`config.mk`:
```
export PLATFORM = sky130hd
export DESIGN_NAME = spi_slave_multi
export DESIGN_NICKNAME = d
export VERILOG_FILES = /design/src/rtl/spi_pkg.sv /design/src/rtl/sync_fifo.sv /design/src/rtl/spi_slave_multi.sv
export SDC_FILE = /design/constraint.sdc
export NUM_CORES = 1
export LEC_CHECK = 0
export BUFFER_PORTS_ARGS = -buffer_cell sky130_fd_sc_hd__buf_2
export CORE_UTILIZATION = 62
export DETAILED_ROUTE_END_ITERATION = 7
export PLACE_DENSITY = 0.87
export SLEW_MARGIN = 20
export SYNTH_ARGS = -nofsm -noshare
export SYNTH_HDL_FRONTEND = slang
export SYNTH_SLANG_ARGS = --single-unit
```
`constraint.sdc`:
```
create_clock -name clk -period 4.95 [get_ports clk]
set_clock_uncertainty 0.2 [all_clocks]
set_input_delay 0.2475 -clock clk [delete_from_list [all_inputs] [get_ports clk]]
set_output_delay 0.2475 -clock clk [all_outputs]
set_load 0.02 [all_outputs]
```
`src/rtl/spi_pkg.sv`:
```
// Shared definitions for the SPI slave blocks: FSM states, word-length type,
// and the word-length clamp applied to every configured frame.
package spi_pkg;

  typedef enum logic [1:0] {
    ST_IDLE   = 2'd0,
    ST_ACTIVE = 2'd1,
    ST_DONE   = 2'd2
  } spi_state_e;

  typedef logic [5:0] word_len_t;

  // A length of zero, or one wider than the datapath, selects the full width.
  function automatic word_len_t clamp_len(input word_len_t len, input int unsigned max_w);
    if (len == '0 || 32'(len) > max_w) begin
      return word_len_t'(max_w);
    end
    return len;
  endfunction

endpackage

```
`src/rtl/sync_fifo.sv`:
```
// Single-clock show-ahead FIFO. A push while full is accepted only when a pop
// frees a slot in the same cycle; a pop while empty is ignored.
module sync_fifo #(
  parameter int unsigned WIDTH      = 8,
  parameter int unsigned DEPTH_BITS = 4
) (
  input  logic             clk,
  input  logic             rst,
  input  logic             push,
  input  logic [WIDTH-1:0] din,
  input  logic             pop,
  output logic [WIDTH-1:0] dout,
  output logic             empty,
  output logic             full
);

  localparam int unsigned DEPTH = 1 << DEPTH_BITS;

  logic [WIDTH-1:0]      mem [DEPTH];
  logic [DEPTH_BITS-1:0] wr_ptr;
  logic [DEPTH_BITS-1:0] rd_ptr;
  logic [DEPTH_BITS:0]   count;
  logic                  do_push;
  logic                  do_pop;

  assign empty   = (count == '0);
  assign full    = count[DEPTH_BITS];
  assign do_pop  = pop & ~empty;
  assign do_push = push & (~full | do_pop);
  assign dout    = mem[rd_ptr];

  // Storage array, written on accepted pushes.
  always_ff @(posedge clk) begin
    if (do_push) begin
      mem[wr_ptr] <= din;
    end
  end

  // Pointer and occupancy tracking.
  always_ff @(posedge clk or posedge rst) begin
    if (rst) begin
      wr_ptr <= '0;
      rd_ptr <= '0;
      count  <= '0;
    end else begin
      if (do_push) wr_ptr <= wr_ptr + 1'b1;
      if (do_pop)  rd_ptr <= rd_ptr + 1'b1;
      if (do_push && !do_pop) begin
        count <= count + 1'b1;
      end else if (do_pop && !do_push) begin
        count <= count - 1'b1;
      end
    end
  end

endmodule

```
`src/rtl/spi_slave_multi.sv`:
```
// Parametrised SPI slave: synchronised pins, CPOL/CPHA edge roles, per-frame
// word length and bit order, TX/RX FIFOs and sticky error reporting.
module spi_slave_multi
  import spi_pkg::*;
#(
  parameter int unsigned           DATA_WIDTH      = 8,
  parameter int unsigned           FIFO_DEPTH_BITS = 4,
  parameter int unsigned           SYNC_STAGES     = 3,
  parameter logic [DATA_WIDTH-1:0] TX_FILL         = '1
) (
  input  logic                  clk,
  input  logic                  rst,
  input  logic                  spi_cs,
  input  logic                  spi_sck,
  input  logic                  spi_mosi,
  output logic                  spi_miso,
  output logic                  spi_miso_oe,
  input  logic                  cfg_cpol,
  input  logic                  cfg_cpha,
  input  logic                  cfg_lsb_first,
  input  logic [5:0]            cfg_word_len,
  input  logic                  tx_valid,
  input  logic [DATA_WIDTH-1:0] tx_data,
  output logic                  tx_ready,
  output logic                  rx_valid,
  output logic [DATA_WIDTH-1:0] rx_data,
  input  logic                  rx_pop,
  output logic                  busy,
  output logic                  frame_done,
  input  logic                  err_clr,
  output logic                  tx_underrun,
  output logic                  rx_overrun,
  output logic                  rx_partial
);

  logic [SYNC_STAGES-1:0] cs_sync, sck_sync, mosi_sync;

  spi_state_e            state;
  logic                  cpol_l, cpha_l, lsb_l;
  word_len_t             len_l;
  word_len_t             bit_cnt;
  logic [DATA_WIDTH-1:0] tx_sh;
  logic [DATA_WIDTH-1:0] rx_sh;
  logic                  miso_q;
  logic                  rx_wr_pend;
  logic [DATA_WIDTH-1:0] rx_word;

  logic                  cs_fall, cs_rise;
  logic                  sck_cur, sck_old, lead_edge, trail_edge;
  logic                  sample_edge, shift_edge;
  logic                  mosi_bit, word_last, tx_load;

  logic                  eff_lsb;
  word_len_t             eff_len;
  logic [DATA_WIDTH-1:0] tx_word, tx_aligned, tx_after_first;
  logic                  tx_first_bit;
  logic [DATA_WIDTH-1:0] rx_next, rx_aligned;

  logic [DATA_WIDTH-1:0] tx_dout, rx_dout;
  logic                  tx_empty, tx_full, rx_empty, rx_full;

  // Pin synchronisers; cs idles deasserted out of reset.
  always_ff @(posedge clk or posedge rst) begin
    if (rst) begin
      cs_sync   <= '1;
      sck_sync  <= '0;
      mosi_sync <= '0;
    end else begin
      cs_sync   <= {cs_sync[SYNC_STAGES-2:0], spi_cs};
      sck_sync  <= {sck_sync[SYNC_STAGES-2:0], spi_sck};
      mosi_sync <= {mosi_sync[SYNC_STAGES-2:0], spi_mosi};
    end
  end

  assign cs_fall    = cs_sync[SYNC_STAGES-1] & ~cs_sync[SYNC_STAGES-2];
  assign cs_rise    = ~cs_sync[SYNC_STAGES-1] & cs_sync[SYNC_STAGES-2];
  assign sck_cur    = sck_sync[SYNC_STAGES-2] ^ cpol_l;
  assign sck_old    = sck_sync[SYNC_STAGES-1] ^ cpol_l;
  assign lead_edge  = ~sck_old & sck_cur;
  assign trail_edge = sck_old & ~sck_cur;
  assign mosi_bit   = mosi_sync[SYNC_STAGES-2];

  // cs rise takes precedence over any SCK edge seen in the same cycle.
  assign sample_edge = (state == ST_ACTIVE) && !cs_rise && (cpha_l ? trail_edge : lead_edge);
  assign shift_edge  = (state == ST_ACTIVE) && !cs_rise && (cpha_l ? lead_edge : trail_edge);
  assign word_last   = (bit_cnt == len_l - 6'd1);
  assign tx_load     = ((state == ST_IDLE) && cs_fall) || (sample_edge && word_last);

  // TX word alignment and RX assembly. MSB-first TX words are left-justified
  // so the outgoing bit is always the top bit; LSB-first RX words arrive at
  // the top and are shifted down into right-aligned position on completion.
  always_comb begin
    eff_lsb = lsb_l;
    eff_len = len_l;
    if (state == ST_IDLE) begin
      eff_lsb = cfg_lsb_first;
      eff_len = clamp_len(cfg_word_len, DATA_WIDTH);
    end
    tx_word        = tx_empty ? TX_FILL : tx_dout;
    tx_aligned     = eff_lsb ? tx_word : (tx_word << (6'(DATA_WIDTH) - eff_len));
    tx_first_bit   = eff_lsb ? tx_aligned[0] : tx_aligned[DATA_WIDTH-1];
    tx_after_first = eff_lsb ? (tx_aligned >> 1) : (tx_aligned << 1);
    rx_next        = lsb_l ? {mosi_bit, rx_sh[DATA_WIDTH-1:1]}
                           : {rx_sh[DATA_WIDTH-2:0], mosi_bit};
    rx_aligned     = lsb_l ? (rx_next >> (6'(DATA_WIDTH) - len_l)) : rx_next;
  end

  // Frame FSM, shifters and bit counter.
  always_ff @(posedge clk or posedge rst) begin
    if (rst) begin
      state      <= ST_IDLE;
      cpol_l     <= 1'b0;
      cpha_l     <= 1'b0;
      lsb_l      <= 1'b0;
      len_l      <= word_len_t'(DATA_WIDTH);
      bit_cnt    <= '0;
      tx_sh      <= '0;
      rx_sh      <= '0;
      miso_q     <= 1'b1;
      rx_wr_pend <= 1'b0;
      rx_word    <= '0;
    end else begin
      rx_wr_pend <= 1'b0;
      case (state)
        ST_IDLE: begin
          if (cs_fall) begin
            state   <= ST_ACTIVE;
            cpol_l  <= cfg_cpol;
            cpha_l  <= cfg_cpha;
            lsb_l   <= cfg_lsb_first;
            len_l   <= eff_len;
            bit_cnt <= '0;
            rx_sh   <= '0;
            if (cfg_cpha) begin
              tx_sh <= tx_aligned;
            end else begin
              miso_q <= tx_first_bit;
              tx_sh  <= tx_after_first;
            end
          end
        end
        ST_ACTIVE: begin
          if (cs_rise) begin
            state   <= ST_DONE;
            bit_cnt <= '0;
            rx_sh   <= '0;
          end else if (sample_edge) begin
            if (word_last) begin
              bit_cnt    <= '0;
              rx_sh      <= '0;
              rx_wr_pend <= 1'b1;
              rx_word    <= rx_aligned;
              tx_sh      <= tx_aligned;
            end else begin
              bit_cnt <= bit_cnt + 6'd1;
              rx_sh   <= rx_next;
            end
          end else if (shift_edge) begin
            miso_q <= lsb_l ? tx_sh[0] : tx_sh[DATA_WIDTH-1];
            tx_sh  <= lsb_l ? (tx_sh >> 1) : (tx_sh << 1);
          end
        end
        ST_DONE: begin
          state <= ST_IDLE;
        end
        default: begin
          state <= ST_IDLE;
        end
      endcase
    end
  end

  // Sticky error flags; a new set event wins over err_clr.
  always_ff @(posedge clk or posedge rst) begin
    if (rst) begin
      tx_underrun <= 1'b0;
      rx_overrun  <= 1'b0;
      rx_partial  <= 1'b0;
    end else begin
      tx_underrun <= (tx_load & tx_empty) | (tx_underrun & ~err_clr);
      rx_overrun  <= (rx_wr_pend & rx_full & ~rx_pop) | (rx_overrun & ~err_clr);
      rx_partial  <= ((state == ST_ACTIVE) & cs_rise & (bit_cnt != '0))
                     | (rx_partial & ~err_clr);
    end
  end

  sync_fifo #(
    .WIDTH      (DATA_WIDTH),
    .DEPTH_BITS (FIFO_DEPTH_BITS)
  ) u_tx_fifo (
    .clk   (clk),
    .rst   (rst),
    .push  (tx_valid),
    .din   (tx_data),
    .pop   (tx_load),
    .dout  (tx_dout),
    .empty (tx_empty),
    .full  (tx_full)
  );

  sync_fifo #(
    .WIDTH      (DATA_WIDTH),
    .DEPTH_BITS (FIFO_DEPTH_BITS)
  ) u_rx_fifo (
    .clk   (clk),
    .rst   (rst),
    .push  (rx_wr_pend),
    .din   (rx_word),
    .pop   (rx_pop),
    .dout  (rx_dout),
    .empty (rx_empty),
    .full  (rx_full)
  );

  assign busy        = (state == ST_ACTIVE);
  assign frame_done  = (state == ST_DONE);
  assign spi_miso_oe = busy;
  assign spi_miso    = busy ? miso_q : 1'b1;
  assign tx_ready    = ~tx_full;
  assign rx_valid    = ~rx_empty;
  assign rx_data     = rx_empty ? '0 : rx_dout;

endmodule

```
# Word level (Yosys, flattened, before mapping)
# Memories as Yosys holds them, arrays and structs flattened.
# Cells that the tools add are included.
[word_totals]
regBits = 80
ramBits = 256
inputBits = 25
output_inout_bits = 17
word_cells = 172
mem_count = 2
[mem_list]
columns = ["memory", "depth", "width", "rd", "rd_clocked_by_memory_dff", "wr", "line_no", "text"]
rows = [
  ["u_rx_fifo.mem", 16, 8, 1, 0, 1, "sync_fifo.sv:19", "logic [WIDTH-1:0] mem [DEPTH];"],
  ["u_tx_fifo.mem", 16, 8, 1, 0, 1, "sync_fifo.sv:19", ""],
]
[op_classes]
addsub = 12
magnitude_cmp = 1
eq_ne = 12
shift = 2
muxes = 56
bitwise = 34
reduce_logical = 30
[op_table]
columns = ["cell", "n"]
rows = [
  ["$mux W8", 17],
  ["$mux W6", 7],
  ["$pmux W8 S2", 2],
  ["$mux W1", 21],
  ["$mux W5", 4],
  ["$add A4 B1 Y4 const B", 4],
  ["$and A1 B1 Y1", 16],
  ["$pmux W6 S2", 1],
  ["$sub A4 B6 Y6 const A", 2],
  ["$not A1 Y1", 11],
  ["$add A5 B1 Y5 const B", 2],
  ["$logic_not A5 Y1", 2],
  ["$sub A5 B1 Y5 const B", 2],
  ["$logic_and A1 B1 Y1", 9],
  ["$ne A2 B2 Y1 const B", 4],
  ["$shl A8 B6 Y8", 1],
  ["$shr A8 B6 Y8", 1],
  ["$add A6 B1 Y6 const B", 1],
  ["$eq A6 B6 Y1", 1],
  ["$gt A6 B4 Y1 const B", 1],
  ["$logic_not A6 Y1", 1],
  ["$ne A3 B1 Y1 const B", 2],
  ["$reduce_and A6 Y1", 1],
  ["$reduce_bool A2 Y1", 3],
  ["other kinds (18)", 31],
]

# Longest topological paths before layout
# Gate-level depths: netlist (run 1).
[depth]
word_depth = 14
mapped_depth = 19
mapped_depth_nobuf = 16

# Cells and area by module
# Synthesis (run 1) repeated with hierarchy kept, for this count alone.
[hier_totals]
cells_unflattened = 1111
hier_area_um2 = 15313.4
[modules_own_cells]
columns = ["mod", "n_inst", "cells_per_inst", "area_per_inst_um2", "seq_area_each_um2"]
rows = [
  ["sync_fifo", 2, 334, 5775.5, 4169.0],
  ["spi_slave_multi", 1, 443, 3762.4, 1357.6],
]

# Worst setup path before layout (run 1)
# Ideal clock, no wire load.
[synth_timing]
path_type = "reg2reg"
from = "register len_l[0]"
to = "register u_tx_fifo.count[4]"
setup_time_ps = 129
arrival_time_ps = 3636
required_time_ps = 4621
setup_slack_ps = 986
stages_incl_launch_ff = 20
n_path_buf = 3
period_less_slack_ps = 3964
path_cell_list = "dfrtp_1 clkbuf_1 buf_1 inv_1 ha_1 and3_1 o221ai_1 o41ai_1 nand4b_1 inv_1 o31a_1 buf_2 ha_1 inv_1 ha_1 a21o_1 a21oi_1 xnor2_1 nor2_1 xnor2_1"
[synth_via]
elab_chain_len = 10
elab_cells_between_ends = 13
classes_between = "add/sub: 1; eq/ne: 1; mux: 1; bitwise: 3; reduce/logical: 7"
[synth_lines]
columns = ["item", "line_no", "text"]
rows = [
  ["from (decl)", "spi_slave_multi.sv:40", "word_len_t len_l;"],
  ["from (signal assigned)", "spi_slave_multi.sv:115", "len_l <= word_len_t'(DATA_WIDTH);"],
  ["from (signal assigned)", "spi_slave_multi.sv:131", "len_l <= eff_len;"],
  ["$sub A6 B1 Y6 *", "spi_slave_multi.sv:86", "assign word_last = (bit_cnt == len_l - 6'd1);"],
  ["$eq A6 B6 Y1 *", "spi_slave_multi.sv:86", ""],
  ["$logic_and A1 B1 Y1 *", "spi_slave_multi.sv:87", "assign tx_load = ((state == ST_IDLE) && cs_fall) || (sample_edge && word_last);"],
  ["$logic_or A1 B1 Y1 *", "spi_slave_multi.sv:87", ""],
  ["$and A1 B1 Y1 *", "sync_fifo.sv:28", "assign do_pop = pop & ~empty;"],
  ["$or A1 B1 Y1 *", "sync_fifo.sv:29", "assign do_push = push & (~full | do_pop);"],
  ["$and A1 B1 Y1 *", "sync_fifo.sv:29", ""],
  ["net u_tx_fifo.do_push", "sync_fifo.sv:23", "logic do_push;"],
  ["$logic_not A1 Y1", "sync_fifo.sv:50", "end else if (do_pop && !do_push) begin"],
  ["$logic_and A1 B1 Y1", "sync_fifo.sv:50", ""],
  ["$reduce_bool A2 Y1 (no source line)", "--", ""],
  ["to (signal assigned)", "sync_fifo.sv:49", "count <= count + 1'b1;"],
  ["to (signal assigned)", "sync_fifo.sv:51", "count <= count - 1'b1;"],
  ["to (decl)", "sync_fifo.sv:22", "logic [DEPTH_BITS:0] count;"],
]
# Mark *: on every way through the listed nets, which the timed path passes. The rest lies on a longest branch.
# A chain may end at the register's enable or synchronous reset.

# Worst setup path after layout (run 1)
[layout_timing]
from = "register len_l[0]"
to = "register u_tx_fifo.count[4]"
[layout_via]
elab_chain_len = 10
elab_cells_between_ends = 13
classes_between = "add/sub: 1; eq/ne: 1; mux: 1; bitwise: 3; reduce/logical: 7"
[layout_lines]
columns = ["item", "line_no"]
rows = [
  ["$sub A6 B1 Y6 *", "spi_slave_multi.sv:86"],
  ["$eq A6 B6 Y1 *", "spi_slave_multi.sv:86"],
  ["$logic_and A1 B1 Y1 *", "spi_slave_multi.sv:87"],
  ["$logic_or A1 B1 Y1 *", "spi_slave_multi.sv:87"],
  ["$and A1 B1 Y1 *", "sync_fifo.sv:28"],
  ["$or A1 B1 Y1", "sync_fifo.sv:29"],
  ["$and A1 B1 Y1", "sync_fifo.sv:29"],
  ["$logic_not A1 Y1", "sync_fifo.sv:50"],
  ["$logic_and A1 B1 Y1", "sync_fifo.sv:50"],
  ["$reduce_bool A2 Y1 (no source line)", "--"],
]
# Every way passes the cells marked *; elsewhere a longest branch is shown, timed or not.

==> metrics.cfg, run 1 <==
[routing]
route.vias.total = 9395
post_drt_wl_per_cell_um = 23.4
postRouteAntennaNets = 0
drt-initial-drc-count = 952
drc = 0
wl_um = 34100
dr.pass1.iters = 6
via_per_inst = 6.45

[cells_and_area]
fillers = 1446
drive_above_1_share = 0.171
n_antenna_cell = 0
syn_to_final_growth_pct = 12.2
nets = 1162
final_core_util = 0.719

[synth]
yosysSeqAreaShare = 0.637
syn_nets = 1090
synth_top_area_share = 0.505
postSynthCellCount = 1040
ys_ff_latch = 336
synth_cell_type_count = 78
syn_avg_cell_area_sq_um = 14.6
synth_area_leader_cell = edfxtp_1
ys_warn_count = 0
async_flop_share = 0.238
syn_area_sq_mm = 0.0152
synth.area.top_cells = edfxtp_1 (51%), dfrtp_1 (12%), mux4_2 (7.1%)
synth_ff_type = edfxtp_1
synth_edf_count = 256
yosysMostFrequentCell = edfxtp_1
ys_top_cells_by_count = edfxtp_1 (256), dfrtp_1 (75), nand2_1 (70)

[sta]
fin_ws_ps = 569
grt_setup_unrepaired = no
timing.hold.ws_ps = 53.7
relSlewSlack = 0.257
setup_viol = 0
final.period_utilization = 0.885
tns_ps = 0
max_freq_ghz = 0.228
hold_viol_final = 0
period_needed_ps = 4380
worstMarginPinSlew_ps = 1120
maxSlewViolCount = 0

[critical_path]
cp_data_required_time_ps = 5160
cp_top_family = adder cells
max_stage_delay_ps = 790
critPathKind = reg -> reg
cp.arrival_ps = 4590
start_kind = flip-flop
crit_path_cell_trace = inv_1 -> ha_1 -> xor2_1 -> nand2_1 -> nand4b_1 -> inv_1 -> o31a_1 -> ha_1 -> inv_1 -> ha_1 -> a21o_1 -> a21oi_1 -> xnor2_1 -> nor2_1 -> xnor2_1
end_kind = flip-flop
critPathSlowestCell = dfrtp_1
crit_fanout = 17
cp_num_buf_inv = 3

[pwr]
powerDensity_mw_per_mm2 = 503
p_leak_nw = 5.90
internal_power_mw = 5.82
finalPower_mw = 8.58
clkPwrFrac = 0.301
p_switching_mw = 2.76
switching_share = 0.322
power_frac_comb = 0.264
pwr-share-seq = 0.435
ir_worst_vdd_mv = 0.458

[place]
gp_congestion = 0.925
place_ws_ps = 598
dp_hpwl_um = 22300
port_buffers = 41

[hold_path]
hold_path.class = in -> reg

[job]
cap_viol_max_count = 0

[grt]
grt_pass1_vias = 9422
grt_usage = 0.286
antenna_found_initial = 0
grt_pass1_wl_um = 52800
grt_max_degree = 63
gr-total-overflow = 0

[status]
status = complete, no violations

[die]
die_area_sq_mm = 0.0252
core_sq_mm = 0.0238
rows = 56
die_x_um = 159
io_pins = 42
die_h_um = 159
start_util = 0.641

[clocking]
clk_pin_slew_ps = 60
clock-sinks = 336
cts_buffers = 34
clock_latency_ps = 530
cts_tree = yes
h-tree-depth = 2
cts_root_buf = clkbuf_16
clock_path_buffers = 3
post_cts_buffers = 0

worst paths after layout:
kind / from / to / slack (ps) / cells past startpoint
setup / recovery: len_l[0] / u_tx_fifo.count[4] / 570 / 15
hold / removal: tx_valid / u_tx_fifo.wr_ptr[0] / 50 / 3
setup reg to reg: len_l[0] / u_tx_fifo.count[4] / 570 / 15
hold reg to reg: mosi_sync[0] / mosi_sync[1] / 150 / 0
max in group asynchronous: rst / lsb_l / 3380 / 4
min in group asynchronous: rst / u_tx_fifo.rd_ptr[3] / 60 / 3
area by class of cell:
class,instances,area [sq um],share of cell area
Inverter,38,144,0.00843
Timing Repair Buffer,91,646,0.0378
Clock inverter,17,186,0.0109
Tap cell,319,399,0.0234
Sequential cell,336,9700,0.568
Multi-Input combinational cell,611,5070,0.297
Clock buffer,45,933,0.0547
cells by family (layout without fill, tap and decap cells):
| family | count (synthesis) | in the layout | share of synthesized area |
|---|---|---|---|
| AOI/OAI and AO/OA | 177 | 177 | 0.0777 |
| xor gates and xnor gates | 35 | 35 | 0.0201 |
| adders and majority gates | 25 | 25 | 0.0215 |
| buffers and inverters | 93 | 191 | 0.0298 |
| DFF | 336 | 336 | 0.637 |
| muxes | 122 | 122 | 0.133 |
| and+or+nand+nor | 252 | 252 | 0.0804 |
power by group through the flow:
stage | Sequential (mW) | Clock (mW) | Combinational [mW]
6_report | 3.74 | 2.58 | 2.27
5_1_grt | 3.78 | 2.71 | 2.44
4_1_cts | 3.73 | 2.61 | 2.23
3_5_place_dp | 3.78 | 0 | 2.18
3_3_place_gp | 3.75 | 0 | 2.08
2_1_floorplan | 3.43 | 0 | 1.98
repair_timing:
| action | CTS | global route |
|---|---|---|
| hold buffers | 26 | 0 |
| endpoints found under the hold margin | 160 | 0 |
| resized for setup | 0 | 0 |
flip-flops by register name, summed over array words and instances, names as in the netlist, 2 cells and up:
signal / cells
bit_cnt: 6
cs_sync: 3
len_l: 6
mosi_sync: 2
rx_sh: 8
rx_word: 8
sck_sync: 3
state: 2
tx_sh: 8
u_rx_fifo.count: 5
u_rx_fifo.mem: 128
u_rx_fifo.rd_ptr: 4
u_rx_fifo.wr_ptr: 4
u_tx_fifo.count: 5
u_tx_fifo.mem: 128
u_tx_fifo.rd_ptr: 4
u_tx_fifo.wr_ptr: 4
through the flow:
| stage | cells | area, sq um |
|---|---|---|
| 2_1_floorplan | 1040 | 15200 |
| 3_3_place_gp | 1369 | 15700 |
| 3_5_place_dp | 1369 | 15700 |
| 4_1_cts | 1457 | 17100 |
| 5_1_grt | 1457 | 17100 |
| 6_report | 1457 | 17100 |
placed cells by master, fill, tap and decap left out, types with 8 or more instances in the layout:
master / n
edfxtp_1: 256
dfrtp_1: 72
nand2_1: 70
nor2_1: 65
mux2i_1: 54
mux4_2: 48
o21ai_0: 46
a21oi_1: 45
buf_2: 41
inv_1: 36
clkbuf_16: 35
nor2b_1: 26
dlygate4sd3_1: 26
buf_4: 24
xnor2_1: 23
ha_1: 23
nor3_1: 19
xor2_1: 12
mux4_1: 12
nand2b_1: 11
nand3_1: 11
and2_1: 10
nand4_1: 9
a21o_1: 8
mux2_2: 8
a22oi_1: 8
clkbuf_1: 8
routing by layer:
layer | wire (um) | up-vias | global-route usage
met5 | 0 | - | 0
met4 | 1300 | 0 | 0.124
met3 | 2590 | 117 | 0.0533
met2 | 17000 | 523 | 0.476
met1 | 13200 | 4630 | 0.369
li1 | - | 4125 | -
worst min-delay path, cell delays in order:
cell     delay [ps]
buf_2           110
o31a_1          210
xnor2_1         170
(Power assumes the default switching activity.)
==> inputs of run 2 (changes only) <==
- SYNTH_HIERARCHICAL: not set -> 1
==> metrics.cfg, run 2 <==
[cells_and_area]
n_antenna_cell = 0  ; unchanged
fin_area_sq_mm = 0.0171  ; +0.30%
layout_common_cells = edfxtp_1 (256), nand2_1 (99), dfrtp_1 (73), mux2i_1 (72), nor2_1 (70)
syn_to_final_growth_pct = 11.8
final_common_cell = edfxtp_1
nets = 1222  ; +5.2%
drive_above_1_share = 0.169  ; -0.00190
reg_top3 = u_rx_fifo/mem: 128 flops, u_tx_fifo/mem: 128 flops

[grt]
antenna_found_initial = 0  ; unchanged
grt_pass1_vias = 9763  ; +3.6%
grt_max_degree = 55  ; -13%
grt_pass1_wl_um = 55100  ; +4.2%
grt_usage = 0.283  ; -0.00297
gr-total-overflow = 0  ; unchanged

[die]
io_pins = 42  ; unchanged
die_x_um = 159  ; +0.32%
start_util = 0.632  ; -0.00906
die_area_sq_mm = 0.0253  ; +0.64%
rows = 57  ; +1.8%
core_sq_mm = 0.0242  ; +2.1%
die_h_um = 159  ; +0.32%

[clocking]
post_cts_buffers = 0  ; unchanged
clk_pin_slew_ps = 60  ; about the same
clock_latency_ps = 520  ; about the same
cts_buffers = 35  ; +2.9%
clock_path_buffers = 3  ; unchanged
clock-sinks = 336  ; unchanged
h-tree-depth = 2  ; unchanged
cts_tree = yes
cts_root_buf = clkbuf_16

[routing]
wl_um = 34700  ; +1.9%
via_per_inst = 6.34  ; -1.6%
drc = 0  ; unchanged
postRouteAntennaNets = 0  ; unchanged
route.vias.total = 9655  ; +2.8%
dr.pass1.iters = 5  ; -1
drt-initial-drc-count = 1022  ; +7.4%
post_drt_wl_per_cell_um = 22.8  ; -2.5%

[sta]
hold_viol_final = 0  ; unchanged
maxSlewViolCount = 0  ; unchanged
tns_ps = 0  ; unchanged
period_needed_ps = 4560  ; +180 ps
final.period_utilization = 0.922  ; +0.0364
worstMarginPinSlew_ps = 999  ; -116 ps
max_freq_ghz = 0.219  ; -3.9%
relSlewSlack = 0.315  ; +0.0584
setup_viol = 0  ; unchanged
grt_setup_unrepaired = no
timing.hold.ws_ps = 48.0  ; -5.64 ps

[synth]
ys_top_cells_by_count = edfxtp_1 (256), nand2_1 (99), dfrtp_1 (75)
syn_area_sq_mm = 0.0153  ; +0.64%
synth.area.top_cells = edfxtp_1 (50%), dfrtp_1 (12%), mux4_2 (5.1%)
ys_ff_latch = 336  ; unchanged
synth_area_leader_cell = edfxtp_1
yosysSeqAreaShare = 0.633  ; -0.00406
async_flop_share = 0.238  ; unchanged
syn_avg_cell_area_sq_um = 13.8  ; -5.8%
synth_ff_type = edfxtp_1
yosysMostFrequentCell = edfxtp_1
synth_cell_type_count = 73  ; -6.4%
syn_nets = 1162  ; +6.6%
postSynthCellCount = 1111  ; +6.8%
synth_top_area_share = 0.502  ; -0.00322
synth_edf_count = 256  ; unchanged
ys_warn_count = 6  ; +6

[critical_path]
cp.arrival_ps = 4800  ; +210 ps
end_kind = flip-flop
worst_path_most_repeated_cell = ha_1
crit_path_cell_trace = clkinv_1 -> ha_1 -> and2_1 -> o21ai_0 -> a31oi_1 -> a2111oi_2 -> nand3_2 -> nand2_1 -> inv_1 -> a21boi_4 -> ha_1 -> inv_1 -> ha_1 -> a21o_1 -> a21oi_1 -> mux2i_1 -> xnor2_1
reg2reg_to = u_tx_fifo/count[4]
r2r_setup_slack_ps = 390  ; -180 ps
critPathKind = reg -> reg
rr_worst_depth = 17  ; +2
max_stage_delay_ps = 510  ; -280 ps
timing.rr.start = len_l[0]
crit_fanout = 9  ; -8
cp_data_required_time_ps = 5190  ; +30 ps
start_kind = flip-flop
critPathSlowestCell = dfrtp_1

[pwr]
power_frac_comb = 0.313  ; +0.049
pwr-share-seq = 0.401  ; -0.034
p_switching_mw = 3.22  ; +17%
internal_power_mw = 6.18  ; +6.2%
switching_share = 0.343  ; +0.0206
p_leak_nw = 6.06  ; +2.7%
clkPwrFrac = 0.286  ; -0.015
powerDensity_mw_per_mm2 = 549  ; +9.2%
ir_worst_vdd_mv = 0.391  ; -15%

[place]
gp_congestion = 0.927  ; +0.21%
dp_hpwl_um = 21500  ; -3.7%
place_area_sq_mm = 0.0157  ; about the same
port_buffers = 41  ; unchanged

[job]
cap_viol_max_count = 0  ; unchanged

[status]
status = complete, no violations

[hold_path]
hold_path.class = in -> reg
hold_depth = 3  ; unchanged
hp-start = err_clr
whs_endpoint = tx_underrun

==> run 2: cell types whose count changed after synthesis, moves of 12 or more <==
cell,delta
a221oi_1,+16
mux2_2,+17
mux2i_1,+18
mux4_1,-12
mux4_2,-13
nand2_1,+29
o21ai_0,+23
==> run 2: metrics by stage <==
| step | total power [mW] | util | setup slack (ps) | cells |
|---|---|---|---|---|
| floorplan | 5.94 | - | 752 | 1111 |
| global placement | 6.48 | 0.647 | 486 | 1434 |
| detailed placement | 6.59 | 0.647 | 339 | 1434 |
| CTS | 9.33 | 0.705 | 275 | 1521 |
| global route | 9.81 | 0.706 | 35.4 | 1522 |
| finish | 9.40 | 0.706 | 388 | 1522 |
==> run 2: cell families after synthesis <==
| group | Yosys count | share of synthesized area |
|---|---|---|
| buffers and inverters | 97 | 0.0338 |
| AOI/OAI and AO/OA | 211 | 0.0909 |
| adders and majority gates | 26 | 0.0222 |
| and+or+nand+nor | 278 | 0.0853 |
| xor gates and xnor gates | 31 | 0.0177 |
| DFF | 336 | 0.633 |
| muxes | 132 | 0.117 |
==> run 2: layout make-up <==
cell class	instances	area [sq um]
timing repair buffer	82	573
clock inverter	17	225
clock buffer	47	952
tap	324	405
multi-input combinational	678	5130
inverter	38	143
fill	1524	7120
sequential	336	9700
==> run 2: per-layer routing <==
metal  track usage  up-vias  wire (um)
met4        0.0909        0       1120
met3        0.0438       97       2500
met2         0.491      520      17800
met1         0.367     4735      13200
met5             0        -          0
li1              -     4303          -
==> run 2: worst max-delay path: cells and delay by family, from the launching register on <==
kind	cells	cell delay (ps)
XOR/XNOR	1	130
adder cells (fa/ha/maj)	3	940
multiplexers	1	250
buffers and inverters	3	540
flip-flops	1	510
AND/OR/NAND/NOR	3	530
AO/OA/AOI/OAI	6	1380
==> run 2: worst max-delay path by stage <==
stage               startpoint                  to  slack, ps  cells past startpoint
floorplan             len_l[0]  u_tx_fifo/count[4]        750                     18
global placement      len_l[0]  u_tx_fifo/count[4]        490                     17
detailed placement    len_l[0]  u_tx_fifo/count[4]        340                     17
CTS                   len_l[0]  u_tx_fifo/count[4]        270                     17
global route          len_l[0]  u_tx_fifo/count[4]         40                     17
finish                len_l[0]  u_tx_fifo/count[4]        390                     17
==> run 2: timing repair <==
| action | CTS | global route |
|---|---|---|
| endpoints found under the setup margin | 0 | 1 |
| hold buffers | 23 | 1 |
| gates resized for setup | 0 | 1 |
| endpoints found under the hold margin | 215 | 1 |
==> run 2: power by group through the flow <==
| stage | sequential [mW] | clock, mW | combinational [mW] |
|---|---|---|---|
| 2_1_floorplan | 3.53 | 0 | 2.41 |
| 3_3_place_gp | 3.76 | 0 | 2.71 |
| 3_5_place_dp | 3.79 | 0 | 2.80 |
| 4_1_cts | 3.74 | 2.71 | 2.88 |
| 5_1_grt | 3.80 | 2.83 | 3.18 |
| 6_report | 3.77 | 2.69 | 2.94 |
